**config.mk**
```make
export PLATFORM = sky130hd
export DESIGN_NAME = rf_wb_arbiter
export DESIGN_NICKNAME = d
export VERILOG_FILES = /design/src/rtl/rf_wb_arbiter_pkg.sv /design/src/rtl/rf_wb_arbiter_rr_arbiter.sv /design/src/rtl/rf_wb_arbiter.sv
export SDC_FILE = /design/constraint.sdc
export NUM_CORES = 1
export LEC_CHECK = 0
export ABC_AREA = 1
export BUFFER_PORTS_ARGS = -buffer_cell sky130_fd_sc_hd__buf_2
export CORE_AREA = 2 2 67 69
export DETAILED_ROUTE_END_ITERATION = 8
export DIE_AREA = 0 0 69 71
export PLACE_DENSITY_LB_ADDON = 0.05
export SYNTH_ARGS = -nofsm -noshare
export SYNTH_HDL_FRONTEND = slang
export SYNTH_SLANG_ARGS = --single-unit
export TNS_END_PERCENT = 1
```
**constraint.sdc**
```tcl
create_clock -name clk -period 2.2 [get_ports clk]
set_input_delay 0.44 -clock clk [delete_from_list [all_inputs] [get_ports clk]]
set_output_delay 0.44 -clock clk [all_outputs]
set_load 0.01 [all_outputs]
```
**src/rtl/rf_wb_arbiter_pkg.sv**
```systemverilog
// Shared register-file definitions for the write-back path: geometry,
// data-width helper, source-check enable bit positions and a decode helper.
package rf_wb_arbiter_pkg;

    localparam int RF_ADDR_W = 3;
    localparam int RF_DEPTH  = 8;
    localparam int DOMAIN_W  = 8;

    // Bit positions inside chk_en for the three source operands.
    localparam int CHK_EN_SRC1 = 0;
    localparam int CHK_EN_SRC2 = 1;
    localparam int CHK_EN_SRC3 = 2;

    // Register data width for a given number of residue domains.
    function automatic int rf_data_w(input int n_domains);
        return n_domains * DOMAIN_W;
    endfunction

    // One-hot decode of a register address onto the scoreboard width.
    function automatic logic [RF_DEPTH-1:0] reg_onehot(input logic [RF_ADDR_W-1:0] addr);
        return RF_DEPTH'(1) << addr;
    endfunction

endpackage

```
**src/rtl/rf_wb_arbiter_rr_arbiter.sv**
```systemverilog
// Round-robin arbiter: one-hot grant to the first active request at or after
// the pointer, wrapping. The pointer moves past the winner only when the
// grant is actually consumed (advance strobe).
module rr_arbiter #(
    parameter int N = 3
) (
    input  logic         clk,
    input  logic         reset,
    input  logic [N-1:0] i_req,
    input  logic         i_advance,
    output logic [N-1:0] o_grant
);

    localparam int PTR_W = (N > 1) ? $clog2(N) : 1;

    logic [PTR_W-1:0] r_ptr;
    logic [PTR_W-1:0] w_ptr_nxt;
    logic [N-1:0]     w_hi_mask;
    logic [N-1:0]     w_req_hi;
    logic [N-1:0]     w_pick;

    // Requests at or above the pointer take priority; if there are none the
    // scan wraps to the lowest active request. Lowest set bit gives the winner.
    assign w_hi_mask = {N{1'b1}} << r_ptr;
    assign w_req_hi  = i_req & w_hi_mask;
    assign w_pick    = (|w_req_hi) ? w_req_hi : i_req;
    assign o_grant   = w_pick & (~w_pick + N'(1));

    // Next pointer is one past the current winner, modulo N.
    always_comb begin
        w_ptr_nxt = r_ptr;
        for (int i = 0; i < N; i++) begin
            if (o_grant[i]) begin
                w_ptr_nxt = (i == N - 1) ? '0 : PTR_W'(i + 1);
            end
        end
    end

    // Pointer register; holds when no grant is taken.
    always_ff @(posedge clk or posedge reset) begin
        if (reset) begin
            r_ptr <= '0;
        end else if (i_advance) begin
            r_ptr <= w_ptr_nxt;
        end
    end

endmodule

```
**src/rtl/rf_wb_arbiter.sv**
```systemverilog
// Register-file write-back controller: arbitrates write-back requesters onto
// the single RF write port, tracks pending destinations in a scoreboard and
// flags RAW/WAW hazards to the issue stage.
module rf_wb_arbiter
    import rf_wb_arbiter_pkg::*;
#(
    parameter  int NUM_DOMAINS = 1,
    parameter  int NUM_REQ     = 3,
    localparam int W           = rf_data_w(NUM_DOMAINS)
) (
    input  logic                     clk,
    input  logic                     reset,
    input  logic [NUM_REQ-1:0]       req_valid,
    output logic [NUM_REQ-1:0]       req_ready,
    input  logic [3*NUM_REQ-1:0]     req_addr,
    input  logic [W*NUM_REQ-1:0]     req_data,
    input  logic                     iss_valid,
    input  logic [RF_ADDR_W-1:0]     iss_addr,
    output logic                     iss_stall,
    input  logic [RF_ADDR_W-1:0]     chk_addr1,
    input  logic [RF_ADDR_W-1:0]     chk_addr2,
    input  logic [RF_ADDR_W-1:0]     chk_addr3,
    input  logic [2:0]               chk_en,
    output logic                     chk_hazard,
    output logic                     rf_wr_en,
    output logic [RF_ADDR_W-1:0]     rf_wr_addr,
    output logic [W-1:0]             rf_wr_data,
    output logic [RF_DEPTH-1:0]      pending,
    output logic                     wb_err
);

    logic                 r_wr_en;
    logic [RF_ADDR_W-1:0] r_wr_addr;
    logic [W-1:0]         r_wr_data;
    logic [RF_DEPTH-1:0]  r_pending;
    logic                 r_wb_err;

    logic [NUM_REQ-1:0]   w_grant;
    logic                 w_transfer;
    logic [RF_ADDR_W-1:0] w_sel_addr;
    logic [W-1:0]         w_sel_data;
    logic [RF_DEPTH-1:0]  w_clr_mask;
    logic [RF_DEPTH-1:0]  w_set_mask;
    logic [RF_DEPTH-1:0]  w_claimed;
    logic                 w_claim;

    rr_arbiter #(
        .N (NUM_REQ)
    ) u_rr_arbiter (
        .clk       (clk),
        .reset     (reset),
        .i_req     (req_valid),
        .i_advance (w_transfer),
        .o_grant   (w_grant)
    );

    // Grant is only ever raised on a valid request, so any grant is a transfer.
    assign req_ready  = w_grant;
    assign w_transfer = |w_grant;

    // Mux the granted requester's address and data onto the write path.
    always_comb begin
        w_sel_addr = '0;
        w_sel_data = '0;
        for (int i = 0; i < NUM_REQ; i++) begin
            if (w_grant[i]) begin
                w_sel_addr = req_addr[3*i +: 3];
                w_sel_data = req_data[W*i +: W];
            end
        end
    end

    // Sources are checked against the raw scoreboard: a register being
    // written back this very cycle still counts as pending (no bypass).
    assign chk_hazard = (chk_en[CHK_EN_SRC1] & r_pending[chk_addr1])
                      | (chk_en[CHK_EN_SRC2] & r_pending[chk_addr2])
                      | (chk_en[CHK_EN_SRC3] & r_pending[chk_addr3]);
    assign iss_stall  = iss_valid & (chk_hazard | r_pending[iss_addr]);
    assign w_claim    = iss_valid & ~iss_stall;

    assign w_clr_mask = r_wr_en ? reg_onehot(r_wr_addr) : '0;
    assign w_set_mask = w_claim ? reg_onehot(iss_addr)  : '0;
    // A register whose write-back is already in the output stage no longer
    // counts as claimed for a new transfer.
    assign w_claimed  = r_pending & ~w_clr_mask;

    // Output stage: one-cycle registered write; addr/data hold when idle.
    always_ff @(posedge clk or posedge reset) begin
        if (reset) begin
            r_wr_en   <= 1'b0;
            r_wr_addr <= '0;
            r_wr_data <= '0;
        end else begin
            r_wr_en <= w_transfer;
            if (w_transfer) begin
                r_wr_addr <= w_sel_addr;
                r_wr_data <= w_sel_data;
            end
        end
    end

    // Scoreboard: clear on write-back, set on claim; set wins on a collision.
    always_ff @(posedge clk or posedge reset) begin
        if (reset) begin
            r_pending <= '0;
        end else begin
            r_pending <= (r_pending & ~w_clr_mask) | w_set_mask;
        end
    end

    // Sticky error for a write-back to a register nobody claimed.
    always_ff @(posedge clk or posedge reset) begin
        if (reset) begin
            r_wb_err <= 1'b0;
        end else if (w_transfer && !w_claimed[w_sel_addr]) begin
            r_wb_err <= 1'b1;
        end
    end

    assign rf_wr_en   = r_wr_en;
    assign rf_wr_addr = r_wr_addr;
    assign rf_wr_data = r_wr_data;
    assign pending    = r_pending;
    assign wb_err     = r_wb_err;

endmodule

```
# ---- Yosys cells after proc, flatten, opt, wreduce, memory -nomap -nowiden
# Cells that the tools add are included.
dict set report totals {
  register_bits 23
  inputBits 54
  output_inout_bits 26
  elab_cells 58
}
dict set report classes {
  add_sub_neg 1
  magnitude_cmp 5
  shifts 3
  mux 22
  bitwise_logic 15
  reduce_logical 6
}
# op count
set ops {}
lappend ops {{8-bit 2-to-1 mux} 5}
lappend ops {{3-bit by 4-bit < comparator with 1-bit output, second input constant} 5}
lappend ops {{1-bit by 3-bit << shifter with 8-bit output, first input constant} 2}
lappend ops {{1-bit binary-select mux with 3-bit select} 5}
lappend ops {{3-bit 2-to-1 mux} 4}
lappend ops {{8-bit bitwise AND} 1}
lappend ops {{8-bit NOT} 1}
lappend ops {{8-bit bitwise OR} 1}
lappend ops {{3-bit bitwise AND} 2}
lappend ops {{2-bit 2-to-1 mux} 3}
lappend ops {{3-bit OR reduction} 2}
lappend ops {{1-bit bitwise AND} 5}
lappend ops {{1-bit 2-to-1 mux} 5}
lappend ops {{3-bit by 1-bit adder with 3-bit output, second input constant} 1}
lappend ops {{3-bit NOT} 1}
lappend ops {{1-bit bitwise OR} 3}
lappend ops {{3-bit nonzero test} 1}
lappend ops {{3-bit by 2-bit << shifter with 3-bit output, first input constant} 1}
lappend ops {{2-bit AND reduction} 1}
lappend ops {{1-bit logical AND} 1}
lappend ops {{1-bit zero test} 1}
lappend ops {{1-bit NOT} 1}

# ---- Longest topological paths before layout
# Gate-level depths: netlist (run 1).
dict set report depth {
  ltp_word 14
  depth_mapped 12
  mapped_depth_nobuf 12
}

# ---- By module
# Synthesis (run 1) repeated with hierarchy kept, for this count alone.
dict set report hier_totals {
  hier_cells 247
  area_unflattened_um2 1640.3
}
# mod n_inst cells_per_inst area_per_inst_um2 seq_area_each_um2
set modules_own_cells {}
lappend modules_own_cells {rf_wb_arbiter 1 223 1488.9 525.5}
lappend modules_own_cells {rr_arbiter 1 24 151.4 50.0}

# ---- Worst setup path after synthesis (run 1)
# Ideal clock, no wire load.
dict set report synth_path {
  kind {flip-flop to output port}
  start {register r_pending[5], in the netlist pending[5]}
  end {output iss_stall}
  arrival_time_ns 1.363
  t_required_ns 1.760
  path_slack_ns 0.397
  path_stages_with_launch 8
  path_buffers 0
  path_cell_list {dfrtp_1 inv_1 a21oi_1 o21ai_0 and3_1 nor2_1 nor2_4 a21boi_0}
}
dict set report synth_via {
  elab_chain_cells 7
  elab_cells_between_ends 15
  classes_between {mux: 8; bitwise: 7}
}
# item line_no
set synth_rtl {}
lappend synth_rtl {{start: declaration} rf_wb_arbiter.sv:35} ;# logic [RF_DEPTH-1:0] r_pending;
lappend synth_rtl {{start signal: assignment} rf_wb_arbiter.sv:107} ;# r_pending <= (r_pending & ~w_clr_mask) | w_set_mask;
lappend synth_rtl {{1-bit binary-select mux with 3-bit select (on tied branches)} {rf_wb_arbiter.sv:75, rf_wb_arbiter.sv:76}}
lappend synth_rtl {{1-bit 2-to-1 mux (on tied branches)} {rf_wb_arbiter.sv:75, rf_wb_arbiter.sv:76}}
lappend synth_rtl {{1-bit bitwise AND (on tied branches)} {rf_wb_arbiter.sv:75, rf_wb_arbiter.sv:76}}
lappend synth_rtl {{1-bit bitwise OR} rf_wb_arbiter.sv:76} ;# | (chk_en[CHK_EN_SRC2] & r_pending[chk_addr2])
lappend synth_rtl {{1-bit bitwise OR} rf_wb_arbiter.sv:77} ;# | (chk_en[CHK_EN_SRC3] & r_pending[chk_addr3]);
lappend synth_rtl {{1-bit bitwise OR (*)} rf_wb_arbiter.sv:78} ;# assign iss_stall = iss_valid & (chk_hazard | r_pending[iss_addr]);
lappend synth_rtl {{1-bit bitwise AND (*)} rf_wb_arbiter.sv:78}
lappend synth_rtl {{end: declaration} rf_wb_arbiter.sv:19} ;# output logic iss_stall,
# Every way passes the cells marked *; elsewhere a longest branch is shown, timed or not. The select of a mux whose other input is x is not followed.

# ---- Worst setup path after layout (run 1)
dict set report layout_path {
  start {register r_pending[2], in the netlist pending[2]}
  end {output iss_stall}
}
# The elaborated chain is that of the path after synthesis.

==> report_table.html, run 1 <==
<table>
<tr><th>Metric</th><th>Value</th></tr>
<tr><th colspan="2">Detailed routing</th></tr>
<tr><td>Routed via count divided by cell count</td><td>4.862</td></tr>
<tr><td>Total vias in the final route</td><td>1765</td></tr>
<tr><td>Total routed wirelength</td><td>4359 um</td></tr>
<tr><td>Number of iterations in the first detailed-routing pass</td><td>4</td></tr>
<tr><td>Detail-routed net length per standard cell</td><td>12.01 um</td></tr>
<tr><td>Antenna viol nets, final</td><td>0</td></tr>
<tr><td>Post-detailed-route DRC marker count</td><td>0</td></tr>
<tr><td>Count of routing violations after the opening detailed-route iteration</td><td>104</td></tr>
<tr><th colspan="2">Clocking</th></tr>
<tr><td>Root cell of the clock tree</td><td>clkbuf_8</td></tr>
<tr><td>Max clock buf depth</td><td>2</td></tr>
<tr><td>Clock sink total</td><td>23</td></tr>
<tr><td>Clock Latency Late Sink</td><td>0.26 ns</td></tr>
<tr><td>Post-CTS Hold Fix Bufs</td><td>0</td></tr>
<tr><td>Clock tree from TritonCTS</td><td>done</td></tr>
<tr><td>Total number of H-tree levels</td><td>1</td></tr>
<tr><td>Number of buffers inserted during clock tree synthesis</td><td>3</td></tr>
<tr><td>Clock edge transition at the registers on the reported setup and hold paths</td><td>0.08 ns</td></tr>
<tr><th colspan="2">Floorplan</th></tr>
<tr><td>Core footprint</td><td>4204 um2</td></tr>
<tr><td>Standard-cell row count</td><td>24</td></tr>
<tr><td>Initial core utilization</td><td>0.3815</td></tr>
<tr><td>Chip Width</td><td>69 um</td></tr>
<tr><td>Floorplan die area</td><td>4899 um2</td></tr>
<tr><td>Height of the die</td><td>71 um</td></tr>
<tr><td>Ports</td><td>80</td></tr>
<tr><th colspan="2">Placed design</th></tr>
<tr><td>Placer Congestion</td><td>0.9453</td></tr>
<tr><td>Cell area after placement</td><td>2064 um2</td></tr>
<tr><td>Buffers added on ports</td><td>79</td></tr>
<tr><td>Half-perimeter wire length after placement</td><td>3532 um</td></tr>
<tr><th colspan="2">STA</th></tr>
<tr><td>Total count of hold-check failures in the final report</td><td>0</td></tr>
<tr><td>Measured slew at the worst slew-check pin</td><td>0.4304 ns</td></tr>
<tr><td>Hold WS</td><td>0.2068 ns</td></tr>
<tr><td>RSZ-0062 raised after global routing</td><td>false</td></tr>
<tr><td>Headroom to the max-slew limit</td><td>0.7120</td></tr>
<tr><td>Post-route fraction of the period consumed by the critical path</td><td>0.9433</td></tr>
<tr><td>Clock period minus worst slack</td><td>2.075 ns</td></tr>
<tr><td>Setup clock skew after layout</td><td>0.004838 ns</td></tr>
<tr><td>Timing-limited maximum frequency</td><td>481.9 MHz</td></tr>
<tr><td>Setup violators final</td><td>0</td></tr>
<tr><td>Post-route setup TNS</td><td>0 ns</td></tr>
<tr><td>Max Transition Viols Final</td><td>0</td></tr>
<tr><th colspan="2">Critical path</th></tr>
<tr><td>Worst setup EP type</td><td>output port</td></tr>
<tr><td>Data required time at the worst endpoint</td><td>1.76 ns</td></tr>
<tr><td>Nature of the critical path startpoint</td><td>flop</td></tr>
<tr><td>Arrival time of the worst setup path</td><td>1.64 ns</td></tr>
<tr><td>Worst reg2reg path depth</td><td>10</td></tr>
<tr><td>Worst setup path category</td><td>reg -&gt; out</td></tr>
<tr><td>Reg-to-Reg Start</td><td>u_rr_arbiter.r_ptr[1]</td></tr>
<tr><td>R2r setup slk</td><td>0.55 ns</td></tr>
<tr><td>Crit-path max FO</td><td>6</td></tr>
<tr><td>R2R Path End</td><td>rf_wr_data[5]</td></tr>
<tr><th colspan="2">Final layout</th></tr>
<tr><td>Most frequent cells in the layout</td><td>79 x buf_2, 73 x nand2_1, 23 x dfrtp_1</td></tr>
<tr><td>Net count of the finished layout</td><td>366</td></tr>
<tr><td>Fill cell instance count of the final layout</td><td>467</td></tr>
<tr><td>Layout cell share with drive strength beyond 1</td><td>0.3762</td></tr>
<tr><td>Post-route cell area</td><td>2120 um2</td></tr>
<tr><td>Count of inserted antenna diode cells</td><td>0</td></tr>
<tr><td>Post-layout util</td><td>0.5042</td></tr>
<tr><td>Most common cell after layout, fill and taps aside</td><td>buf_2</td></tr>
<tr><td>Area added between synthesis and finish</td><td>32.14%</td></tr>
<tr><th colspan="2">Pwr</th></tr>
<tr><td>Leakage power total</td><td>1.162 nW</td></tr>
<tr><td>Post-route total power</td><td>1.670 mW</td></tr>
<tr><td>Cell Pwr Density</td><td>788.0 nW/um2</td></tr>
<tr><td>Worst supply voltage drop on vdd</td><td>0.0002843 V</td></tr>
<tr><th colspan="2">Global route</th></tr>
<tr><td>Vias in the first global route</td><td>1638</td></tr>
<tr><td>All-Layer GR Usage</td><td>0.1733</td></tr>
<tr><td>Global-route wire length before repair</td><td>7169 um</td></tr>
<tr><td>Remaining global-route overflow</td><td>0</td></tr>
<tr><td>Antenna violations before repair</td><td>0</td></tr>
<tr><td>Pin count of the biggest net entering global routing</td><td>24</td></tr>
<tr><th colspan="2">Synth</th></tr>
<tr><td>Synth Instances</td><td>227</td></tr>
<tr><td>Cell taking the most area after synthesis</td><td>dfrtp_1</td></tr>
<tr><td>Leading cell types by total area after synthesis</td><td>dfrtp_1 36%, nand2_1 17%, nand4_1 7.8%, o21ai_0 5.3%, inv_1 4.9%</td></tr>
<tr><td>Register area share after synthesis</td><td>0.3588</td></tr>
<tr><td>Cell Area, Synth</td><td>1604 um2</td></tr>
<tr><td>Synthesized Nets</td><td>281</td></tr>
<tr><td>Average cell area after synthesis</td><td>7.066 um2</td></tr>
<tr><td>Share of the synthesized area in the top cell type</td><td>0.3588</td></tr>
<tr><td>Number of library cell types mapped by synthesis</td><td>27</td></tr>
<tr><td>YS warnings</td><td>0</td></tr>
<tr><td>Flip-flop and latch count after synthesis</td><td>23</td></tr>
<tr><th colspan="2">Status</th></tr>
<tr><td>Result of the run</td><td>complete, no violations</td></tr>
<tr><th colspan="2">Job</th></tr>
<tr><td>Max Cap Violations</td><td>0</td></tr>
<tr><th colspan="2">Min path</th></tr>
<tr><td>Type of the tightest min-delay check</td><td>in -&gt; async</td></tr>
</table>
## per-stage QoR
step	setup WS, ns	instances
2_1_floorplan	0.3974	227
3_3_place_gp	0.1789	358
3_5_place_dp	0.1601	358
4_1_cts	0.04829	362
5_1_grt	0.002182	363
6_report	0.1248	363
## sequential cells by signal, summed over array words and instances (netlist names)
register and count:
pending 8, rf_wr_addr 3, rf_wr_data 8, rf_wr_en 1
u_rr_arbiter.r_ptr 2, wb_err 1
## repair_timing
item                                    4_1_cts  5_1_grt
resized for setup                             0        6
endpoints found under the setup margin        0        1
setup buffers                                 0        1
## layout make-up
cell class                      instances  area [um2]  area share
Tap cell                               52       65.06     0.03070
Inverter                               26       100.1     0.04723
Sequential cell                        23       575.6      0.2715
Multi-Input combinational cell        175       908.4      0.4286
Timing Repair Buffer                   83       425.4      0.2007
Clock buffer                            4       45.04     0.02125
## power by group
group / switching, mW / total [mW] / leakage [nW] / internal (mW)
clock network: 0.132 / 0.261 / 0.0228 / 0.129
registers: 0.112 / 0.641 / 0.282 / 0.529
logic: 0.469 / 0.768 / 0.857 / 0.299
total: 0.712 / 1.67 / 1.16 / 0.958
## logic make-up after synthesis
group	after synthesis	synth area share
simple gates	134	0.4009
flops	23	0.3588
compound gates	41	0.1638
buf+inv	29	0.07644
## worst max-delay path by stage
stage | startpoint | to | cells after the start
3_5_place_dp | iss_addr[1] | iss_stall | 9
4_1_cts | pending[1] | iss_stall | 9
5_1_grt | pending[5] | iss_stall | 8
6_report | pending[2] | iss_stall | 7
3_3_place_gp | iss_addr[1] | iss_stall | 9
2_1_floorplan | pending[5] | iss_stall | 7
## worst max-delay path, cell delays in order (launching register included)
cell	delay [ns]
dfrtp_1	0.46
o211ai_1	0.21
nand2_1	0.07
o21ai_0	0.20
nor2_2	0.07
nor2_4	0.12
a21boi_0	0.08
buf_2	0.16
## cell usage after synthesis
master     n
nand2_1   73
dfrtp_1   23
inv_1     21
nand4_1   20
o21ai_0   17
nand3_1   13
nor2_1    11
a21oi_1    8
o211ai_1   8
nand2_2    6
inv_2      4
nand3_2    4
nor2_2     3
o21ai_2    3
a21boi_0   1
and3_1     1
buf_1      1
buf_4      1
buf_6      1
inv_4      1
nand2_4    1
nand4_2    1
nor2_4     1
o21ai_1    1
o21bai_2   1
o22ai_1    1
o31ai_4    1
## metal layers
layer	up-vias	routed length [um]	global-route usage
met3	2	226	0.02707
met5	-	0	0
met1	772	1959	0.2193
li1	939	-	-
met2	52	2164	0.3184
met4	0	8	0.02614
Power figures use the tool's default switching activity.
==> run 2, diff against run 1 <==
--- a/config.mk
+++ b/config.mk
@@ -7,9 +7,9 @@
 export LEC_CHECK = 0
 export ABC_AREA = 1
 export BUFFER_PORTS_ARGS = -buffer_cell sky130_fd_sc_hd__buf_2
-export CORE_AREA = 2 2 67 69
+export CORE_AREA = 2 2 93 50
 export DETAILED_ROUTE_END_ITERATION = 8
-export DIE_AREA = 0 0 69 71
+export DIE_AREA = 0 0 95 52
 export PLACE_DENSITY_LB_ADDON = 0.05
 export SYNTH_ARGS = -nofsm -noshare
 export SYNTH_HDL_FRONTEND = slang
==> constraint.sdc (replaced) <==
create_clock -name clk -period 2.2 [get_ports clk]
set_input_delay 0.22 -clock clk [delete_from_list [all_inputs] [get_ports clk]]
set_output_delay 0.22 -clock clk [all_outputs]
set_load 0.01 [all_outputs]
==> run 2 against run 1 <==
Sequential share of layout area is 0.38 points lower; first-iteration DRC count is 14% lower; routed wire length is 10% higher; global-route usage is 2.7 points higher; fmax is 2.0% higher; cell area is 1.4% higher; register-to-register slack worse by 0.03 ns; power is 1.4% higher.
==> report_table.html, run 2 (synthesis gave the netlist of run 1 again) <==
<table>
<tr><th>Metric</th><th>Value</th></tr>
<tr><th colspan="2">Clocking</th></tr>
<tr><td>Total of cells resized after clock tree synthesis</td><td>0 (unchanged)</td></tr>
<tr><td>Clock edge transition at the registers on the reported setup and hold paths</td><td>0.08 ns (about the same)</td></tr>
<tr><td>Max clock buf depth</td><td>2 (unchanged)</td></tr>
<tr><td>Clock sink total</td><td>23 (unchanged)</td></tr>
<tr><td>Number of buffers inserted during clock tree synthesis</td><td>3 (unchanged)</td></tr>
<tr><td>Clock tree from TritonCTS</td><td>done</td></tr>
<tr><td>Root cell of the clock tree</td><td>clkbuf_8</td></tr>
<tr><td>Total number of H-tree levels</td><td>1 (unchanged)</td></tr>
<tr><td>Clock Latency Late Sink</td><td>0.27 ns (about the same)</td></tr>
<tr><th colspan="2">Pwr</th></tr>
<tr><td>Internal</td><td>960.1 uW (+0.23%)</td></tr>
<tr><td>Combinational cell fraction of total power</td><td>0.464 (+0.004)</td></tr>
<tr><td>Worst supply voltage drop on vdd</td><td>0.0003322 V (+17%)</td></tr>
<tr><td>Leakage power total</td><td>1.179 nW (+1.5%)</td></tr>
<tr><td>Switching share of power</td><td>0.4332 (+0.006663)</td></tr>
<tr><td>Clock share of power</td><td>0.157 (about the same)</td></tr>
<tr><td>Sequential cell fraction of total power</td><td>0.379 (-0.005)</td></tr>
<tr><td>Net Switching</td><td>733.7 uW (+3.0%)</td></tr>
<tr><td>Post-route total power</td><td>1.694 mW (+1.4%)</td></tr>
<tr><td>Cell Pwr Density</td><td>788.0 nW/um2 (about the same)</td></tr>
<tr><th colspan="2">Detailed routing</th></tr>
<tr><td>Total vias in the final route</td><td>1821 (+3.2%)</td></tr>
<tr><td>Post-detailed-route DRC marker count</td><td>0 (unchanged)</td></tr>
<tr><td>Detail-routed net length per standard cell</td><td>12.97 um (+8.0%)</td></tr>
<tr><td>Antenna viol nets, final</td><td>0 (unchanged)</td></tr>
<tr><td>Count of routing violations after the opening detailed-route iteration</td><td>89 (-14%)</td></tr>
<tr><td>Total routed wirelength</td><td>4813 um (+10%)</td></tr>
<tr><td>Number of iterations in the first detailed-routing pass</td><td>4 (unchanged)</td></tr>
<tr><td>Routed via count divided by cell count</td><td>4.908 (+0.95%)</td></tr>
<tr><th colspan="2">Final layout</th></tr>
<tr><td>Area added between synthesis and finish</td><td>34.01%</td></tr>
<tr><td>Post-layout util</td><td>0.5130 (+0.008822)</td></tr>
<tr><td>Most frequent cells in the layout</td><td>79 x buf_2, 73 x nand2_1, 23 x dfrtp_1</td></tr>
<tr><td>Multi-input logic area</td><td>905.9 um2 (-0.28%)</td></tr>
<tr><td>Most common cell after layout, fill and taps aside</td><td>buf_2</td></tr>
<tr><td>Fill cell instance count of the final layout</td><td>438 (-6.2%)</td></tr>
<tr><td>Count of inserted antenna diode cells</td><td>0 (unchanged)</td></tr>
<tr><td>Flip-flop and latch area</td><td>575.6 um2 (unchanged)</td></tr>
<tr><td>Layout cell share with drive strength beyond 1</td><td>0.3662 (-0.009964)</td></tr>
<tr><td>Net count of the finished layout</td><td>369 (+0.82%)</td></tr>
<tr><th colspan="2">STA</th></tr>
<tr><td>Timing-limited maximum frequency</td><td>491.7 MHz (+2.0%)</td></tr>
<tr><td>Post-route setup TNS</td><td>0 ns (unchanged)</td></tr>
<tr><td>Setup violators final</td><td>0 (unchanged)</td></tr>
<tr><td>Measured slew at the worst slew-check pin</td><td>0.5126 ns (+0.08222 ns)</td></tr>
<tr><td>RSZ-0062 raised after global routing</td><td>false</td></tr>
<tr><td>Post-route fraction of the period consumed by the critical path</td><td>0.9245 (-0.01877)</td></tr>
<tr><td>Setup clock skew after layout</td><td>0.004683 ns (-0.0001548 ns)</td></tr>
<tr><td>Headroom to the max-slew limit</td><td>0.6547 (-0.05736)</td></tr>
<tr><td>Clock period minus worst slack</td><td>2.034 ns (-0.04130 ns)</td></tr>
<tr><td>Max Transition Viols Final</td><td>0 (unchanged)</td></tr>
<tr><td>Hold WS</td><td>0.1586 ns (-0.04816 ns)</td></tr>
<tr><td>Total count of hold-check failures in the final report</td><td>0 (unchanged)</td></tr>
<tr><th colspan="2">Global route</th></tr>
<tr><td>All-Layer GR Usage</td><td>0.2001 (+0.02677)</td></tr>
<tr><td>Antenna violations before repair</td><td>0 (unchanged)</td></tr>
<tr><td>Pin count of the biggest net entering global routing</td><td>24 (unchanged)</td></tr>
<tr><td>Global-route wire length before repair</td><td>7500 um (+4.6%)</td></tr>
<tr><td>Vias in the first global route</td><td>1559 (-4.8%)</td></tr>
<tr><td>Remaining global-route overflow</td><td>0 (unchanged)</td></tr>
<tr><th colspan="2">Floorplan</th></tr>
<tr><td>Initial core utilization</td><td>0.3828 (+0.001253)</td></tr>
<tr><td>Ports</td><td>80 (unchanged)</td></tr>
<tr><td>Height of the die</td><td>52 um (-27%)</td></tr>
<tr><td>Floorplan die area</td><td>4940 um2 (+0.84%)</td></tr>
<tr><td>Chip Width</td><td>95 um (+38%)</td></tr>
<tr><td>Standard-cell row count</td><td>17 (-29%)</td></tr>
<tr><td>Core footprint</td><td>4190 um2 (-0.33%)</td></tr>
<tr><th colspan="2">Critical path</th></tr>
<tr><td>Worst setup path category</td><td>reg -&gt; out</td></tr>
<tr><td>Crit-path slowest cell</td><td>dfrtp_1</td></tr>
<tr><td>Largest stage delay on the critical path</td><td>0.42 ns (-0.04 ns)</td></tr>
<tr><td>Critical path cell sequence</td><td>inv_1 &gt; a21oi_1 &gt; o21ai_0 &gt; nand2_1 &gt; o211ai_1 &gt; nand2_1 &gt; nor2_4 &gt; a21boi_0 &gt; buf_2</td></tr>
<tr><td>R2r setup slk</td><td>0.52 ns (-0.03 ns)</td></tr>
<tr><td>Nature of the critical path startpoint</td><td>flop</td></tr>
<tr><td>Crit-path max FO</td><td>7 (+1)</td></tr>
<tr><td>Worst path most repeated cell</td><td>nand2_1</td></tr>
<tr><td>Worst setup EP type</td><td>output port</td></tr>
<tr><td>Data required time at the worst endpoint</td><td>1.98 ns (+0.22 ns)</td></tr>
<tr><td>Arrival time of the worst setup path</td><td>1.81 ns (+0.17 ns)</td></tr>
<tr><td>Number of buffer and inverter instances along the worst setup path</td><td>2 (+1)</td></tr>
<tr><td>Family of cells with the greatest summed delay on the critical path</td><td>compound AO/OA/AOI/OAI gates</td></tr>
<tr><th colspan="2">Job</th></tr>
<tr><td>Max Cap Violations</td><td>0 (unchanged)</td></tr>
<tr><th colspan="2">Placed design</th></tr>
<tr><td>Buffers added on ports</td><td>79 (unchanged)</td></tr>
<tr><td>Half-perimeter wire length after placement</td><td>3849 um (+9.0%)</td></tr>
<tr><td>Placer Congestion</td><td>0.8402 (-11%)</td></tr>
<tr><th colspan="2">Min path</th></tr>
<tr><td>Type of the tightest min-delay check</td><td>in -&gt; reg</td></tr>
<tr><th colspan="2">Status</th></tr>
<tr><td>Result of the run</td><td>complete, no violations</td></tr>
</table>
==> run 2: changes by cell type in the layout (fill, tap and decap cells not counted), sizes merged <==
| cell | change |
|---|---|
| clkbuf | -1 |
| buf | +2 |
| clkinv | +1 |
| dlygate4sd3 | +1 |
==> run 2: layer usage <==
metal | share of wire | track usage
met4 | 0.0093 | 0.04106
met2 | 0.37 | 0.2683
met5 | 0 | 0
met3 | 0.067 | 0.03623
met1 | 0.56 | 0.3238
==> run 2: area by class of cell <==
class | count | share of cell area
tap | 57 | 0.03318
timing repair buffer | 86 | 0.2095
sequential | 23 | 0.2678
multi-input combinational | 175 | 0.4214
clock inverter | 1 | 0.002328
clock buffer | 3 | 0.01921
inverter | 26 | 0.04657
==> run 2: worst paths after layout <==
kind                            depth (start not counted)             to         start
worst max-delay path                                    9      iss_stall    pending[1]
worst min-delay path                                    3  rf_wr_data[3]  req_data[19]
worst max register to register                         10     pending[2]    pending[1]
worst min register to register                          2         wb_err        wb_err
max in group asynchronous                               4     pending[1]         reset
min in group asynchronous                               4     pending[0]         reset
==> run 2: worst min-delay path, cell delays in order <==
cell     delay (ns)
buf_2          0.07
nand2_1        0.04
nand4_1        0.05
==> run 2: power groups by stage <==
stage	registers, mW	logic [mW]	clock network, mW
global placement	0.645	0.775	0
finish	0.642	0.787	0.265
CTS	0.641	0.768	0.272
detailed placement	0.649	0.763	0
floorplan	0.666	0.421	0
global route	0.656	0.880	0.292
==> run 2: metrics by stage <==
| step | area [um2] | setup WS, ns | std cells |
|---|---|---|---|
| 6_report | 2150 | 0.1661 | 371 |
| 5_1_grt | 2150 | 0.01196 | 371 |
| 4_1_cts | 2127 | 0.1592 | 368 |
| 3_5_place_dp | 2071 | 0.4553 | 363 |
| 3_3_place_gp | 2071 | 0.4579 | 363 |
| 2_1_floorplan | 1604 | 0.6174 | 227 |
==> run 2: timing repair <==
action	in CTS	in global routing
buffers inserted	0	3
endpoints found under the hold margin	23	0
endpoints found under the setup margin	0	1
hold buffers	1	0
==> run 3, diff against run 2 <==
--- a/config.mk
+++ b/config.mk
@@ -7,11 +7,11 @@
 export LEC_CHECK = 0
 export ABC_AREA = 1
 export BUFFER_PORTS_ARGS = -buffer_cell sky130_fd_sc_hd__buf_2
-export CORE_AREA = 2 2 93 50
+export CORE_AREA = 2 2 84 46
 export DETAILED_ROUTE_END_ITERATION = 8
-export DIE_AREA = 0 0 95 52
+export DIE_AREA = 0 0 86 48
 export PLACE_DENSITY_LB_ADDON = 0.05
 export SYNTH_ARGS = -nofsm -noshare
 export SYNTH_HDL_FRONTEND = slang
 export SYNTH_SLANG_ARGS = --single-unit
-export TNS_END_PERCENT = 1
+export TNS_END_PERCENT = 50
==> run 3 against run 2 <==
Combinational power decreased by 3.6%; global-route usage increased by 3.2 points; hold slack got worse by 0.031 ns; non-clock buffer count decreased by 6; routed wire length decreased by 2.8%; critical path depth unchanged; core utilization increased by 11 points; power decreased by 2.6%; via count increased by 2.7%; clock-buffer cell count increased by 1.
==> report_table.html, run 3 (synthesis gave the netlist of run 1 again) <==
<table>
<tr><th>Metric</th><th>Value</th></tr>
<tr><th colspan="2">Pwr</th></tr>
<tr><td>Net Switching</td><td>711.5 uW (-3.0%)</td></tr>
<tr><td>Leakage power total</td><td>1.148 nW (-2.6%)</td></tr>
<tr><td>Cell Pwr Density</td><td>792.1 nW/um2 (+0.52%)</td></tr>
<tr><td>Combinational cell fraction of total power</td><td>0.461 (-0.003)</td></tr>
<tr><td>Sequential cell fraction of total power</td><td>0.389 (+0.010)</td></tr>
<tr><td>Switching share of power</td><td>0.4314 (-0.001710)</td></tr>
<tr><td>Clock share of power</td><td>0.150 (-0.007)</td></tr>
<tr><td>Internal</td><td>937.6 uW (-2.3%)</td></tr>
<tr><td>Worst supply voltage drop on vdd</td><td>0.0005231 V (+57%)</td></tr>
<tr><th colspan="2">Critical path</th></tr>
<tr><td>Worst setup EP type</td><td>output port</td></tr>
<tr><td>Reg-to-Reg Start</td><td>u_rr_arbiter.r_ptr[1]</td></tr>
<tr><td>Worst setup path category</td><td>reg -&gt; out</td></tr>
<tr><td>R2R Path End</td><td>wb_err</td></tr>
<tr><td>Data required time at the worst endpoint</td><td>1.98 ns (about the same)</td></tr>
<tr><td>Worst reg2reg path depth</td><td>12 (+2)</td></tr>
<tr><td>Crit-path max FO</td><td>10 (+3)</td></tr>
<tr><td>Arrival time of the worst setup path</td><td>1.80 ns (about the same)</td></tr>
<tr><td>R2r setup slk</td><td>0.53 ns (about the same)</td></tr>
<tr><td>Nature of the critical path startpoint</td><td>flop</td></tr>
<tr><th colspan="2">Clocking</th></tr>
<tr><td>Total number of H-tree levels</td><td>1 (unchanged)</td></tr>
<tr><td>Root cell of the clock tree</td><td>clkbuf_8</td></tr>
<tr><td>Post-CTS Hold Fix Bufs</td><td>0 (-1)</td></tr>
<tr><td>Total of cells resized after clock tree synthesis</td><td>0 (unchanged)</td></tr>
<tr><td>Clock tree from TritonCTS</td><td>done</td></tr>
<tr><td>Number of buffers inserted during clock tree synthesis</td><td>3 (unchanged)</td></tr>
<tr><td>Clock Latency Late Sink</td><td>0.25 ns (-0.02 ns)</td></tr>
<tr><td>Max clock buf depth</td><td>2 (unchanged)</td></tr>
<tr><td>Clock edge transition at the registers on the reported setup and hold paths</td><td>0.07 ns (about the same)</td></tr>
<tr><td>Clock sink total</td><td>23 (unchanged)</td></tr>
<tr><td>Setup bufs post-CTS</td><td>0 (unchanged)</td></tr>
<tr><th colspan="2">Placed design</th></tr>
<tr><td>Half-perimeter wire length after placement</td><td>3736 um (-2.9%)</td></tr>
<tr><td>Worst slack, placed</td><td>0.5042 ns (+0.04884 ns)</td></tr>
<tr><td>Buffers added on ports</td><td>79 (unchanged)</td></tr>
<tr><td>Placer Congestion</td><td>0.8686 (+3.4%)</td></tr>
<tr><td>Cell area after placement</td><td>2037 um2 (-1.6%)</td></tr>
<tr><th colspan="2">Detailed routing</th></tr>
<tr><td>Total vias in the final route</td><td>1871 (+2.7%)</td></tr>
<tr><td>Routed via count divided by cell count</td><td>5.346 (+8.9%)</td></tr>
<tr><td>Antenna viol nets, final</td><td>0 (unchanged)</td></tr>
<tr><td>Count of routing violations after the opening detailed-route iteration</td><td>122 (+37%)</td></tr>
<tr><td>Detail-routed net length per standard cell</td><td>13.37 um (+3.1%)</td></tr>
<tr><td>Post-detailed-route DRC marker count</td><td>0 (unchanged)</td></tr>
<tr><td>Number of iterations in the first detailed-routing pass</td><td>5 (+1)</td></tr>
<tr><td>Total routed wirelength</td><td>4680 um (-2.8%)</td></tr>
<tr><th colspan="2">STA</th></tr>
<tr><td>Measured slew at the worst slew-check pin</td><td>0.8524 ns (+0.3398 ns)</td></tr>
<tr><td>Headroom to the max-slew limit</td><td>0.4311 (-0.2235)</td></tr>
<tr><td>Timing-limited maximum frequency</td><td>495.1 MHz (+0.70%)</td></tr>
<tr><td>RSZ-0062 raised after global routing</td><td>false</td></tr>
<tr><td>Hold WS</td><td>0.1272 ns (-0.03140 ns)</td></tr>
<tr><td>Setup clock skew after layout</td><td>0.001517 ns (-0.003166 ns)</td></tr>
<tr><td>Total count of hold-check failures in the final report</td><td>0 (unchanged)</td></tr>
<tr><td>Max Transition Viols Final</td><td>0 (unchanged)</td></tr>
<tr><td>Post-route fraction of the period consumed by the critical path</td><td>0.9180 (-0.006469)</td></tr>
<tr><td>Post-route setup TNS</td><td>0 ns (unchanged)</td></tr>
<tr><td>Clock period minus worst slack</td><td>2.020 ns (-0.01423 ns)</td></tr>
<tr><td>Setup violators final</td><td>0 (unchanged)</td></tr>
<tr><td>Setup ws final</td><td>0.1803 ns (+0.01423 ns)</td></tr>
<tr><th colspan="2">Floorplan</th></tr>
<tr><td>Initial core utilization</td><td>0.4829 (+0.1001)</td></tr>
<tr><td>Chip Width</td><td>86 um (-9.5%)</td></tr>
<tr><td>Standard-cell row count</td><td>15 (-2)</td></tr>
<tr><td>Floorplan die area</td><td>4128 um2 (-16%)</td></tr>
<tr><td>Ports</td><td>80 (unchanged)</td></tr>
<tr><td>Height of the die</td><td>48 um (-7.7%)</td></tr>
<tr><td>Core footprint</td><td>3322 um2 (-21%)</td></tr>
<tr><th colspan="2">Final layout</th></tr>
<tr><td>Most frequent cells in the layout</td><td>79 x buf_2, 73 x nand2_1, 23 x dfrtp_1</td></tr>
<tr><td>Net count of the finished layout</td><td>363 (-1.6%)</td></tr>
<tr><td>Count of inserted antenna diode cells</td><td>0 (unchanged)</td></tr>
<tr><td>Most common cell after layout, fill and taps aside</td><td>buf_2</td></tr>
<tr><td>Post-layout util</td><td>0.6267 (+0.1138)</td></tr>
<tr><td>Fill cell instance count of the final layout</td><td>315 (-28%)</td></tr>
<tr><td>Post-route cell area</td><td>2082 um2 (-3.1%)</td></tr>
<tr><td>Area added between synthesis and finish</td><td>29.80%</td></tr>
<tr><td>Layout cell share with drive strength beyond 1</td><td>0.3539 (-0.01235)</td></tr>
<tr><th colspan="2">Global route</th></tr>
<tr><td>Global-route wire length before repair</td><td>7217 um (-3.8%)</td></tr>
<tr><td>Remaining global-route overflow</td><td>0 (unchanged)</td></tr>
<tr><td>Pin count of the biggest net entering global routing</td><td>24 (unchanged)</td></tr>
<tr><td>Antenna violations before repair</td><td>0 (unchanged)</td></tr>
<tr><td>All-Layer GR Usage</td><td>0.2321 (+0.03208)</td></tr>
<tr><td>Vias in the first global route</td><td>1534 (-1.6%)</td></tr>
<tr><th colspan="2">Job</th></tr>
<tr><td>Max Cap Violations</td><td>0 (unchanged)</td></tr>
<tr><th colspan="2">Min path</th></tr>
<tr><td>Type of the tightest min-delay check</td><td>in -&gt; async</td></tr>
<tr><th colspan="2">Status</th></tr>
<tr><td>Result of the run</td><td>complete, no violations</td></tr>
</table>
-- run 3: changes by cell type in the layout (fill, tap and decap cells not counted) --
cell | previous run | this run
buf_4 | 6 | 1
clkbuf_1 | 0 | 1
clkinv_2 | 1 | 0
dlygate4sd3_1 | 1 | 0
-- run 3: power groups by stage --
stage / combinational, mW / sequential [mW] / clock, mW
2_1_floorplan: 0.421 / 0.666 / 0
3_3_place_gp: 0.754 / 0.636 / 0
3_5_place_dp: 0.750 / 0.643 / 0
4_1_cts: 0.758 / 0.635 / 0.256
5_1_grt: 0.846 / 0.653 / 0.277
6_report: 0.759 / 0.642 / 0.248
-- run 3: final cells by class --
| type | instances | area (um2) | share of cell area |
|---|---|---|---|
| clock buffer | 4 | 45.04 | 0.02163 |
| multi-input combinational | 175 | 905.9 | 0.4351 |
| tap | 42 | 52.55 | 0.02524 |
| sequential | 23 | 575.6 | 0.2764 |
| inverter | 26 | 100.1 | 0.04808 |
| timing repair buffer | 80 | 402.9 | 0.1935 |
-- run 3: how the worst max path moves through the flow --
stage                    start        end  slack (ns)  cells after the start
floorplan           pending[5]  iss_stall        0.62                      7
global placement    pending[1]  iss_stall        0.52                      9
detailed placement  pending[3]  iss_stall        0.50                      9
CTS                 pending[3]  iss_stall        0.21                      9
global route        pending[1]  iss_stall        0.02                      9
finish              pending[3]  iss_stall        0.18                      9
-- run 3: stage by stage --
stage / instances / power, mW
2_1_floorplan: 227 / 1.087
3_3_place_gp: 346 / 1.390
3_5_place_dp: 346 / 1.394
4_1_cts: 350 / 1.650
5_1_grt: 350 / 1.776
6_report: 350 / 1.649
-- run 3: metal layers --
| metal | track usage | part of all wire | wire length, um |
|---|---|---|---|
| met3 | 0.05000 | 0.098 | 457 |
| met2 | 0.3302 | 0.39 | 1816 |
| met4 | 0.03810 | 0.0045 | 21 |
| met5 | 0 | 0 | 0 |
| met1 | 0.3629 | 0.51 | 2384 |
-- run 3: worst max-delay path: stages, from the launching register on --
cell,delay (ns)
dfrtp_1,0.41
inv_1,0.14
nand2_1,0.08
o211ai_1,0.08
nand2_1,0.07
o211ai_1,0.15
nand2_1,0.11
nor2_4,0.22
a21boi_0,0.12
buf_2,0.16
